<file path="config.mk">
export PLATFORM = sky130hd
export DESIGN_NAME = seg7_scan_driver
export DESIGN_NICKNAME = d
export VERILOG_FILES = /design/src/rtl/seg7_pkg.sv /design/src/rtl/seg7_hex_decode.sv /design/src/rtl/seg7_scan_driver.sv
export SDC_FILE = /design/constraint.sdc
export NUM_CORES = 1
export LEC_CHECK = 0
export CAP_MARGIN = 20
export CORE_MARGIN = 5
export CORE_UTILIZATION = 50
export DETAILED_ROUTE_END_ITERATION = 16
export DONT_BUFFER_PORTS = 1
export PLACE_DENSITY = 0.68
export SETUP_SLACK_MARGIN = 0.15
export SYNTH_ARGS = -nofsm -noshare
export SYNTH_HDL_FRONTEND = slang
export SYNTH_HIERARCHICAL = 1
export SYNTH_SLANG_ARGS = --single-unit
</file>
<file path="constraint.sdc">
create_clock -name clk -period 3 [get_ports clk]
set_clock_uncertainty 0.2 [all_clocks]
set_input_delay 0.45 -clock clk [delete_from_list [all_inputs] [get_ports clk]]
set_output_delay 0.45 -clock clk [all_outputs]
set_load 0.05 [all_outputs]
</file>
<file path="src/rtl/seg7_pkg.sv">
// Shared constants and hex glyph table for the 7-segment scan driver.
// Segment patterns are active-low {G,F,E,D,C,B,A}.
package seg7_pkg;

  localparam logic [7:0] SEG_BLANK = 8'hFF;
  localparam logic [7:0] AN_OFF    = 8'hFF;

  typedef logic [6:0] seg_pat_t;

  // Entry k is the glyph for hex digit k (lowercase b and d).
  localparam seg_pat_t [15:0] HEX_LUT = {
    7'h0E, 7'h06, 7'h21, 7'h46,
    7'h03, 7'h08, 7'h10, 7'h00,
    7'h78, 7'h02, 7'h12, 7'h19,
    7'h30, 7'h24, 7'h79, 7'h40
  };

  function automatic seg_pat_t hex_to_seg(input logic [3:0] nib);
    return HEX_LUT[nib];
  endfunction

endpackage

</file>
<file path="src/rtl/seg7_hex_decode.sv">
// Combinational nibble to active-low 7-segment pattern.
// Shared by the scan driver on the currently selected digit.
module seg7_hex_decode
  import seg7_pkg::*;
(
  input  logic [3:0] nib,
  output seg_pat_t   seg
);

  assign seg = hex_to_seg(nib);

endmodule

</file>
<file path="src/rtl/seg7_scan_driver.sv">
// Double-buffered 8-digit common-anode 7-segment scan driver.
// Define SEG7_DEGHOST_EN to blank AN for DEGHOST_CYC cycles per slot.
module seg7_scan_driver
  import seg7_pkg::*;
#(
  parameter int DIGITS      = 8,
  parameter int SCAN_DIV    = 100000,
  parameter int DEGHOST_CYC = 16
) (
  input  logic        clk,
  input  logic        rst,
  input  logic [31:0] data_in,
  input  logic        load,
  input  logic [7:0]  dp_in,
  output logic        busy,
  output logic [7:0]  AN,
  output logic [7:0]  SEG
);

  localparam int IW = (DIGITS > 1) ? $clog2(DIGITS) : 1;
  localparam int CW = $clog2(SCAN_DIV);

`ifdef SEG7_DEGHOST_EN
  localparam bit DEGHOST = 1'b1;
`else
  localparam bit DEGHOST = 1'b0;
`endif

  logic [CW-1:0] div_cnt_q, div_cnt_d;
  logic [IW-1:0] dig_idx_q, dig_idx_d;
  logic [31:0]   shadow_q, shadow_d;
  logic [31:0]   pending_q, pending_d;
  logic          busy_q, busy_d;
  logic [7:0]    an_q, an_d;
  logic [7:0]    seg_q, seg_d;

  logic          div_last;
  logic          dig_last;
  logic          frame;
  logic          ghost;
  logic [3:0]    cur_nib;
  seg_pat_t      cur_pat;

  assign cur_nib = shadow_q[{dig_idx_q, 2'b00} +: 4];

  seg7_hex_decode u_dec (
    .nib (cur_nib),
    .seg (cur_pat)
  );

  always_comb begin
    div_last  = (div_cnt_q == CW'(SCAN_DIV - 1));
    dig_last  = (dig_idx_q == IW'(DIGITS - 1));
    frame     = div_last && dig_last;
    ghost     = DEGHOST && (div_cnt_q < CW'(DEGHOST_CYC));

    div_cnt_d = div_last ? '0 : div_cnt_q + CW'(1);
    dig_idx_d = dig_idx_q;
    if (div_last) begin
      dig_idx_d = dig_last ? '0 : dig_idx_q + IW'(1);
    end

    shadow_d  = shadow_q;
    busy_d    = busy_q;
    pending_d = load ? data_in : pending_q;
    // Transfer sees the old pending even if a load lands on the boundary.
    if (frame && busy_q) begin
      shadow_d = pending_q;
      busy_d   = 1'b0;
    end
    if (load) begin
      busy_d = 1'b1;
    end

    an_d  = ghost ? AN_OFF : ~(8'b1 << dig_idx_q);
    seg_d = {~dp_in[dig_idx_q], cur_pat};
  end

  always_ff @(posedge clk) begin
    if (rst) begin
      div_cnt_q <= '0;
      dig_idx_q <= '0;
      shadow_q  <= '0;
      pending_q <= '0;
      busy_q    <= 1'b0;
      an_q      <= AN_OFF;
      seg_q     <= SEG_BLANK;
    end else begin
      div_cnt_q <= div_cnt_d;
      dig_idx_q <= dig_idx_d;
      shadow_q  <= shadow_d;
      pending_q <= pending_d;
      busy_q    <= busy_d;
      an_q      <= an_d;
      seg_q     <= seg_d;
    end
  end

  assign busy = busy_q;
  assign AN   = an_q;
  assign SEG  = seg_q;

endmodule

</file>
==> metrics.md, run 1 <==
| Metric | Value |
|---|---|
| Status | complete, no violations |
| Area of placed instances | 0.00462 mm2 |
| First-pass GRT wire length | 14.6 mm |
| Critical Path Sink Type | flip-flop |
| Final instance area | 0.00487 mm2 |
| Final global-route overflow total | 0 |
| Cell taking the most area after synthesis | dfxtp_1 |
| Top-area cell type share of the netlist area | 0.440 |
| F_max | 369 MHz |
| Ports | 60 |
| Internal power | between 0.0015 and 0.002 W |
| DRT antenna net count | 0 |
| Fin. Hold Viols | 0 |
| Comb pwr share | 0.040 |
| Pwr Density | 505 mW/mm2 |
| Worst Path Required | 3.04 ns |
| Leak | around 1.8 nW |
| N_diodes | 0 |
| CTS root buffer | clkbuf_8 |
| Leading cell type in the layout, fill and taps excluded | dfxtp_1 |
| Synthesis-to-layout area growth | 5.93% |
| Ys flop type | dfxtp_1 |
| CTS sink count | around 100 |
| Clock share of power | 0.385 |
| Register area share after synthesis | 0.440 |
| Share of layout cells above drive strength 1 | 0.103 |
| Met1 Use GR | 0.209 |
| Worst skew pair latency | 0.35 ns |
| Slew margin rel. | 0.622 |
| Fillers | 857 |
| Leading cell types in the layout, fill and taps excluded | dfxtp_1 (100), mux2i_1 (71), nand2b_1 (67), nor2_1 (64), nand2_1 (24) |
| Starting DRT DRC Count | 120 |
| Synthesized net count | 510 |
| Number of synthesized register bits | approximately 100 |
| Critical path type | reg -> reg |
| HPWL Detailed | 5.72 mm |
| FFs w/ async S/R, synth | 0 |
| CP Launch Type | flip-flop |
| Slew Viols, Final | 0 |
| Deepest clock path buffer count | 2 |
| Port Buffer Count | 0 |
| Final Cycle Share | 0.903 |
| Xor-xnor portion of the synthesized cell area | 0.0248 |
| Row count | 35 |
| Slowest CP cell | dfxtp_1 |
| Core Area | about 0.0091 mm2 |
| CTS tree | built |
| Non-filler instance count after layout | 559 |
| Synth Area in Simple Gates | 0.222 |
| First-pass detailed-route iteration total | 5 |
| DR vias/cell | roughly 5.2 |
| Vias in the first global route | approximately 3k |
| Fin nets | 502 |
| CTS buffer count | 9 |
| Max cap viols | 0 |
| Initial core utilization | 0.505 |
| Die W | 106 um |
| Met3 usage | 0.0449 |
| Hold WS | ~0.036 ns |
| Post-synth EDFFs | 0 |
| HP Class | in -> reg |
| Initial antenna violation count | 0 |
| H-tree depth | 3 |
| Post-Syn Area | between 0.004 and 0.005 mm2 |
| Sw frac | 0.211 |
| Vias | 2,928 |
| Die area | between 0.01 and 0.015 mm2 |
| Compound-Gate Fraction of Synth Area | 0.0188 |
| Final min period | 2.71 ns |
| Synth Area per Inst | 10.2 um2 |
| Sw Pwr | 0.000518 W |
| Largest net degree at the start of global routing | 74 |
| CP Max Fanout | 10 |
| Final setup violation count | 0 |
| RSZ-0062 raised after global routing | false |
| Final routed DRC violation total | 0 |
| Synth area leaders | dfxtp_1 (44%), mux2i_1 (15%), nand2b_1 (9.1%), mux4_2 (5.4%), nor2_1 (5.2%) |
| Final wirelength | 8.47 mm |
| Synth unique cells | 42 |
| GRT Util Overall | 0.161 |
| Main combinational cell family by area after synthesis | simple AND/OR/NAND/NOR gates |
| GRT busiest layer | met2 |
| Worst-margin pin slew | 0.567 ns |
| Post-Syn Instances | 453 |
| CP arrival | approximately 2.8 ns |
| Clk pin slew, worst setup/hold paths | 0.08 ns |
| Die height | around 110 um |
| Worst vdd ir | between 300 and 400 uV |
| CP peak stage delay | 0.62 ns |
| Fraction of the mapped netlist area in adder cells | 0.0381 |
| Met2 usage | 0.257 |
| GPL Wtd Cong | 0.810 |
| Power Total | 0.00246 W |
| Mux cell area share after synthesis | 0.208 |
| Setup TNS | 0 ns |
| Inst Count DP | about 540 |
| Crit-path cells | mux4_2, nand2_1, nand2_1, inv_1, ha_1, inv_1, mux4_2, or2_2 |
| WL/cell | ~15 um |
| Register share of total power | 0.575 |
| Yosys warns | 6 |
per-layer routing:
layer / vias up / share of wire
li1: 1486 / -
met1: 1370 / 0.47
met2: 61 / 0.46
met3: 11 / 0.056
met4: 0 / 0.017
met5: - / 0
path summary, 6_finish.rpt:
| kind | slack, ns | cells past startpoint | from | end |
|---|---|---|---|---|
| setup / recovery | 0.29 | 8 | dig_idx_q[1]$_SDFFE_PP0N_ | SEG[3]$_SDFF_PP1_ |
| hold / removal | 0.04 | 1 | rst | AN[7]$_SDFF_PP1_ |
| setup reg to reg | 0.29 | 8 | dig_idx_q[1]$_SDFFE_PP0N_ | SEG[3]$_SDFF_PP1_ |
| hold reg to reg | 0.27 | 1 | div_cnt_q[0]$_SDFF_PP0_ | div_cnt_q[0]$_SDFF_PP0_ |
area by class of cell:
cell class	count	area, um2	area share
clock buffers	11	151	0.0311
multi-input cells	313	2360	0.484
clock inverters	3	68.8	0.0141
flip-flops and latches	101	2020	0.415
repair buffers	8	87.6	0.0180
inverters	12	45.0	0.00925
well taps	111	139	0.0285
metrics by stage:
stage                     setup slack (ns)   util
after floorplan                      0.207      -
after global placement               0.324  0.507
after detailed placement             0.221  0.507
after CTS                            0.202  0.534
after global routing                 0.153  0.535
final                                0.291  0.535
state kept, by name, summed over array words and instances, names as in the netlist:
| register | count |
|---|---|
| busy | 1 |
| pending_q | 32 |
| shadow_q | 32 |
| SEG | 8 |
| div_cnt_q | 17 |
| dig_idx_q | 3 |
| AN | 8 |
Yosys cell counts, types with 2 or more instances:
library cell	n
buf_12	3
nand4_1	5
inv_1	11
and3_1	3
a21oi_1	4
mux2i_1	71
nor3_1	2
nand2b_1	67
buf_4	2
nor2_1	64
xnor2_1	12
nand2_1	24
nor4_1	2
buf_2	3
buf_6	2
dfxtp_1	101
o21ai_0	4
or3_1	2
clkbuf_1	16
ha_1	14
nand3_1	4
or2_2	7
mux4_2	11
cells by family (layout without fill, tap and decap cells):
| group | Yosys count | count (layout) |
|---|---|---|
| simple gates | 190 | 190 |
| mux | 82 | 82 |
| flops | 101 | 101 |
| fa+ha+maj | 14 | 14 |
| compound gates | 14 | 14 |
| xor+xnor | 13 | 13 |
| buf+inv | 39 | 34 |
critical path, delay by kind of cell, from the launching register on:
kind	cells	cell delay, ns
buffers and inverters	2	0.20
multiplexers	2	0.74
flip-flops	1	0.62
AND/OR/NAND/NOR	3	0.55
adder cells (fa/ha/maj)	1	0.30
power by group through the flow:
| stage | clock (W) | combinational (W) | sequential, W |
|---|---|---|---|
| 6_report | 0.000948 | 0.0000972 | 0.00141 |
| 5_1_grt | 0.00103 | 0.000110 | 0.00142 |
| 4_1_cts | 0.000977 | 0.0000972 | 0.00142 |
| 3_5_place_dp | 0 | 0.0000851 | 0.00145 |
| 3_3_place_gp | 0 | 0.0000829 | 0.00145 |
| 2_1_floorplan | 0 | 0.0000978 | 0.00144 |
timing repair:
item / CTS / global route
endpoints found under the setup margin: 0 / 2
gates resized for setup: 0 / 1
hold endpoints to repair: 42 / 1
buffers inserted: 0 / 0
hold buffers: 1 / 1
(Power assumes the default switching activity.)
==> run 2, diff against run 1 <==
--- a/config.mk
+++ b/config.mk
@@ -10,7 +10,7 @@
 export CORE_UTILIZATION = 50
 export DETAILED_ROUTE_END_ITERATION = 16
 export DONT_BUFFER_PORTS = 1
-export PLACE_DENSITY = 0.68
+export PLACE_DENSITY = 0.76
 export SETUP_SLACK_MARGIN = 0.15
 export SYNTH_ARGS = -nofsm -noshare
 export SYNTH_HDL_FRONTEND = slang
==> constraint.sdc (replaced) <==
create_clock -name clk -period 2.81 [get_ports clk]
set_clock_uncertainty 0.2 [all_clocks]
set_input_delay 0.4215 -clock clk [delete_from_list [all_inputs] [get_ports clk]]
set_output_delay 0.4215 -clock clk [all_outputs]
set_load 0.05 [all_outputs]
==> run 2 against run 1 <==
Clock-buffer cell count unchanged. Fmax up 8.1%. First-iteration DRC count fell by 4.2%. Flip-flop and latch count unchanged. Critical path depth unchanged. Largest cell class unchanged.
==> metrics.md, run 2 (synthesis gave the netlist of run 1 again) <==
| Metric | Value |
|---|---|
| Crit path buffers/inverters | 2 |
| Deepest clock path buffer count | 2 |
| Hold WS | 0.0185 ns |
| Final core occ | 0.549 |
| Status | complete, no violations |
| CP Launch Type | flip-flop |
| DRT antenna net count | 0 |
| Starting DRT DRC Count | 115 |
| HPWL Detailed | about 5.7 mm |
| Reg2Reg Launch Point | dig_idx_q[0]$_SDFFE_PP0N_ |
| Row count | 35 |
| CTS sink count | 101 |
| Core Area | 0.00911 mm2 |
| GPL Wtd Cong | about 0.8 |
| Vias | between 3k and 4k |
| Pwr Density | ~520 mW/mm2 |
| Initial core utilization | 0.505 |
| Leading cell types in the layout, fill and taps excluded | dfxtp_1 (99), mux2i_1 (71), nand2b_1 (67), nor2_1 (64), nand2_1 (23) |
| Critical path type | reg -> reg |
| Die height | roughly 110 um |
| RSZ-0062 raised after global routing | false |
| Ports | 60 |
| Final routed DRC violation total | 0 |
| DR vias/cell | 5.30 |
| N_diodes | 0 |
| WL/cell | around 15 um |
| Crit-path cells | mux4_2, nand2_1, nand2_1, inv_2, ha_1, inv_1, mux4_2, or2_2 |
| Placement Setup Slack | 0.104 ns |
| Slew margin rel. | 0.611 |
| Die W | 106 um |
| Largest net degree at the start of global routing | 67 |
| Leak | approximately 1.8 nW |
| Max cap viols | 0 |
| GRT Util Overall | 0.160 |
| Final min period | 2.51 ns |
| RR Endpoint | SEG[3]$_SDFF_PP1_ |
| H-tree depth | 3 |
| First-pass detailed-route iteration total | 4 |
| Die area | 0.0112 mm2 |
| CTS root buffer | clkbuf_8 |
| Worst vdd ir | ~270 uV |
| HP Start | data_in[16] |
| HP Class | in -> reg |
| CP Max Fanout | 8 |
| Final wirelength | 8.42 mm |
| Leading cell type in the layout, fill and taps excluded | dfxtp_1 |
| CP peak stage delay | 0.51 ns |
| Clk pin slew, worst setup/hold paths | around 0.09 ns |
| Final Cycle Share | 0.892 |
| F_max | 399 MHz |
| Fin. Hold Viols | 0 |
| Initial antenna violation count | 0 |
| Worst path depth | 8 |
| Final setup violation count | 0 |
| CP top delay family | multiplexers |
| Setup TNS | 0 ns |
| Top flop regs | pending_q: 32 flops, shadow_q: 32 flops, div_cnt_q: 17 flops |
| Critical Path Sink Type | flip-flop |
| Worst-margin pin slew | between 0.5 and 0.6 ns |
| Power Total | between 0.002 and 0.003 W |
| CP arrival | between 2 and 3 ns |
| Final worst slack | 0.304 ns |
| Fin nets | 517 |
| Hold path cells | 2 |
| FF-to-FF path depth | 8 |
| Final global-route overflow total | 0 |
| Share of layout cells above drive strength 1 | 0.110 |
| CTS tree | built |
| Worst skew pair latency | about 0.35 ns |
| Slowest CP cell | mux4_2 |
| Slew Viols, Final | 0 |
| Port Buffer Count | 0 |
| CTS buffer count | 9 |
| Hold endpoint | pending_q[16]$_SDFFE_PP0P_ |
| Synthesis-to-layout area growth | 8.76% |
| Vias in the first global route | 3,084 |
| First-pass GRT wire length | about 15 mm |
| Worst Path Required | 2.85 ns |
| R2R setup slack | between 0.3 and 0.4 ns |
-- run 2: cell count changes in the layout (fill, tap and decap cells not counted), moves of 2 or more --
cell           previous run  this run
inv_1                    11         9
dlygate4sd3_1             1        13
inv_2                     1         3
buf_4                     5         8
-- run 2: what timing repair did --
item	in CTS	in global routing
buffers inserted	0	4
resized for setup	2	3
pin swaps	0	0
gates cloned	0	0
endpoints found under the setup margin	2	2
hold endpoints to repair	53	1
hold buffers	13	1
-- run 2: report_power, final --
| part | total (W) | internal [W] | switching (W) |
|---|---|---|---|
| Clock | 0.000968 | 0.000513 | 0.000455 |
| Sequential | 0.00151 | 0.00147 | 0.0000473 |
| Combinational | 0.000112 | 0.0000701 | 0.0000419 |
| Total | 0.00259 | 0.00205 | 0.000544 |
-- run 2: worst max path at each step --
stage / start / to / slack (ns)
floorplan: dig_idx_q[1]$_SDFFE_PP0N_ / SEG[3]$_SDFF_PP1_ / 0.19
global placement: dig_idx_q[0]$_SDFFE_PP0N_ / SEG[3]$_SDFF_PP1_ / 0.22
detailed placement: dig_idx_q[0]$_SDFFE_PP0N_ / SEG[3]$_SDFF_PP1_ / 0.10
CTS: dig_idx_q[0]$_SDFFE_PP0N_ / SEG[3]$_SDFF_PP1_ / 0.16
global route: dig_idx_q[0]$_SDFFE_PP0N_ / SEG[3]$_SDFF_PP1_ / 0.17
finish: dig_idx_q[0]$_SDFFE_PP0N_ / SEG[3]$_SDFF_PP1_ / 0.30
-- run 2: cell type report --
class                           instances  area (um2)
Multi-Input combinational cell        313        2360
Clock buffer                           11         141
Timing Repair Buffer                   23         230
Sequential cell                       101        2030
Clock inverter                          2        60.1
Tap cell                              111         139
Inverter                               12        45.0
Fill cell                             827        4110
-- run 2: per-layer routing --
metal,routed length [um],up-vias,part of all wire,GRT usage
met3,460,15,0.055,0.0413
met4,150,0,0.018,0.0675
li1,-,1520,-,-
met5,0,-,0,0
met1,3980,1439,0.47,0.207
met2,3830,64,0.45,0.252
-- run 2: stage by stage --
step	cell area (um2)	cells
floorplan	4610	453
global placement	4610	542
detailed placement	4610	542
CTS	4960	568
global route	5000	573
finish	5000	573
-- run 2: worst reg2reg max path, stage by stage (launching register included) --
cell and delay, ns:
dfxtp_4 0.41, mux4_2 0.51, nand2_1 0.08, nand2_1 0.15, inv_2 0.14, ha_1 0.14
inv_1 0.05, mux4_2 0.43, or2_2 0.28
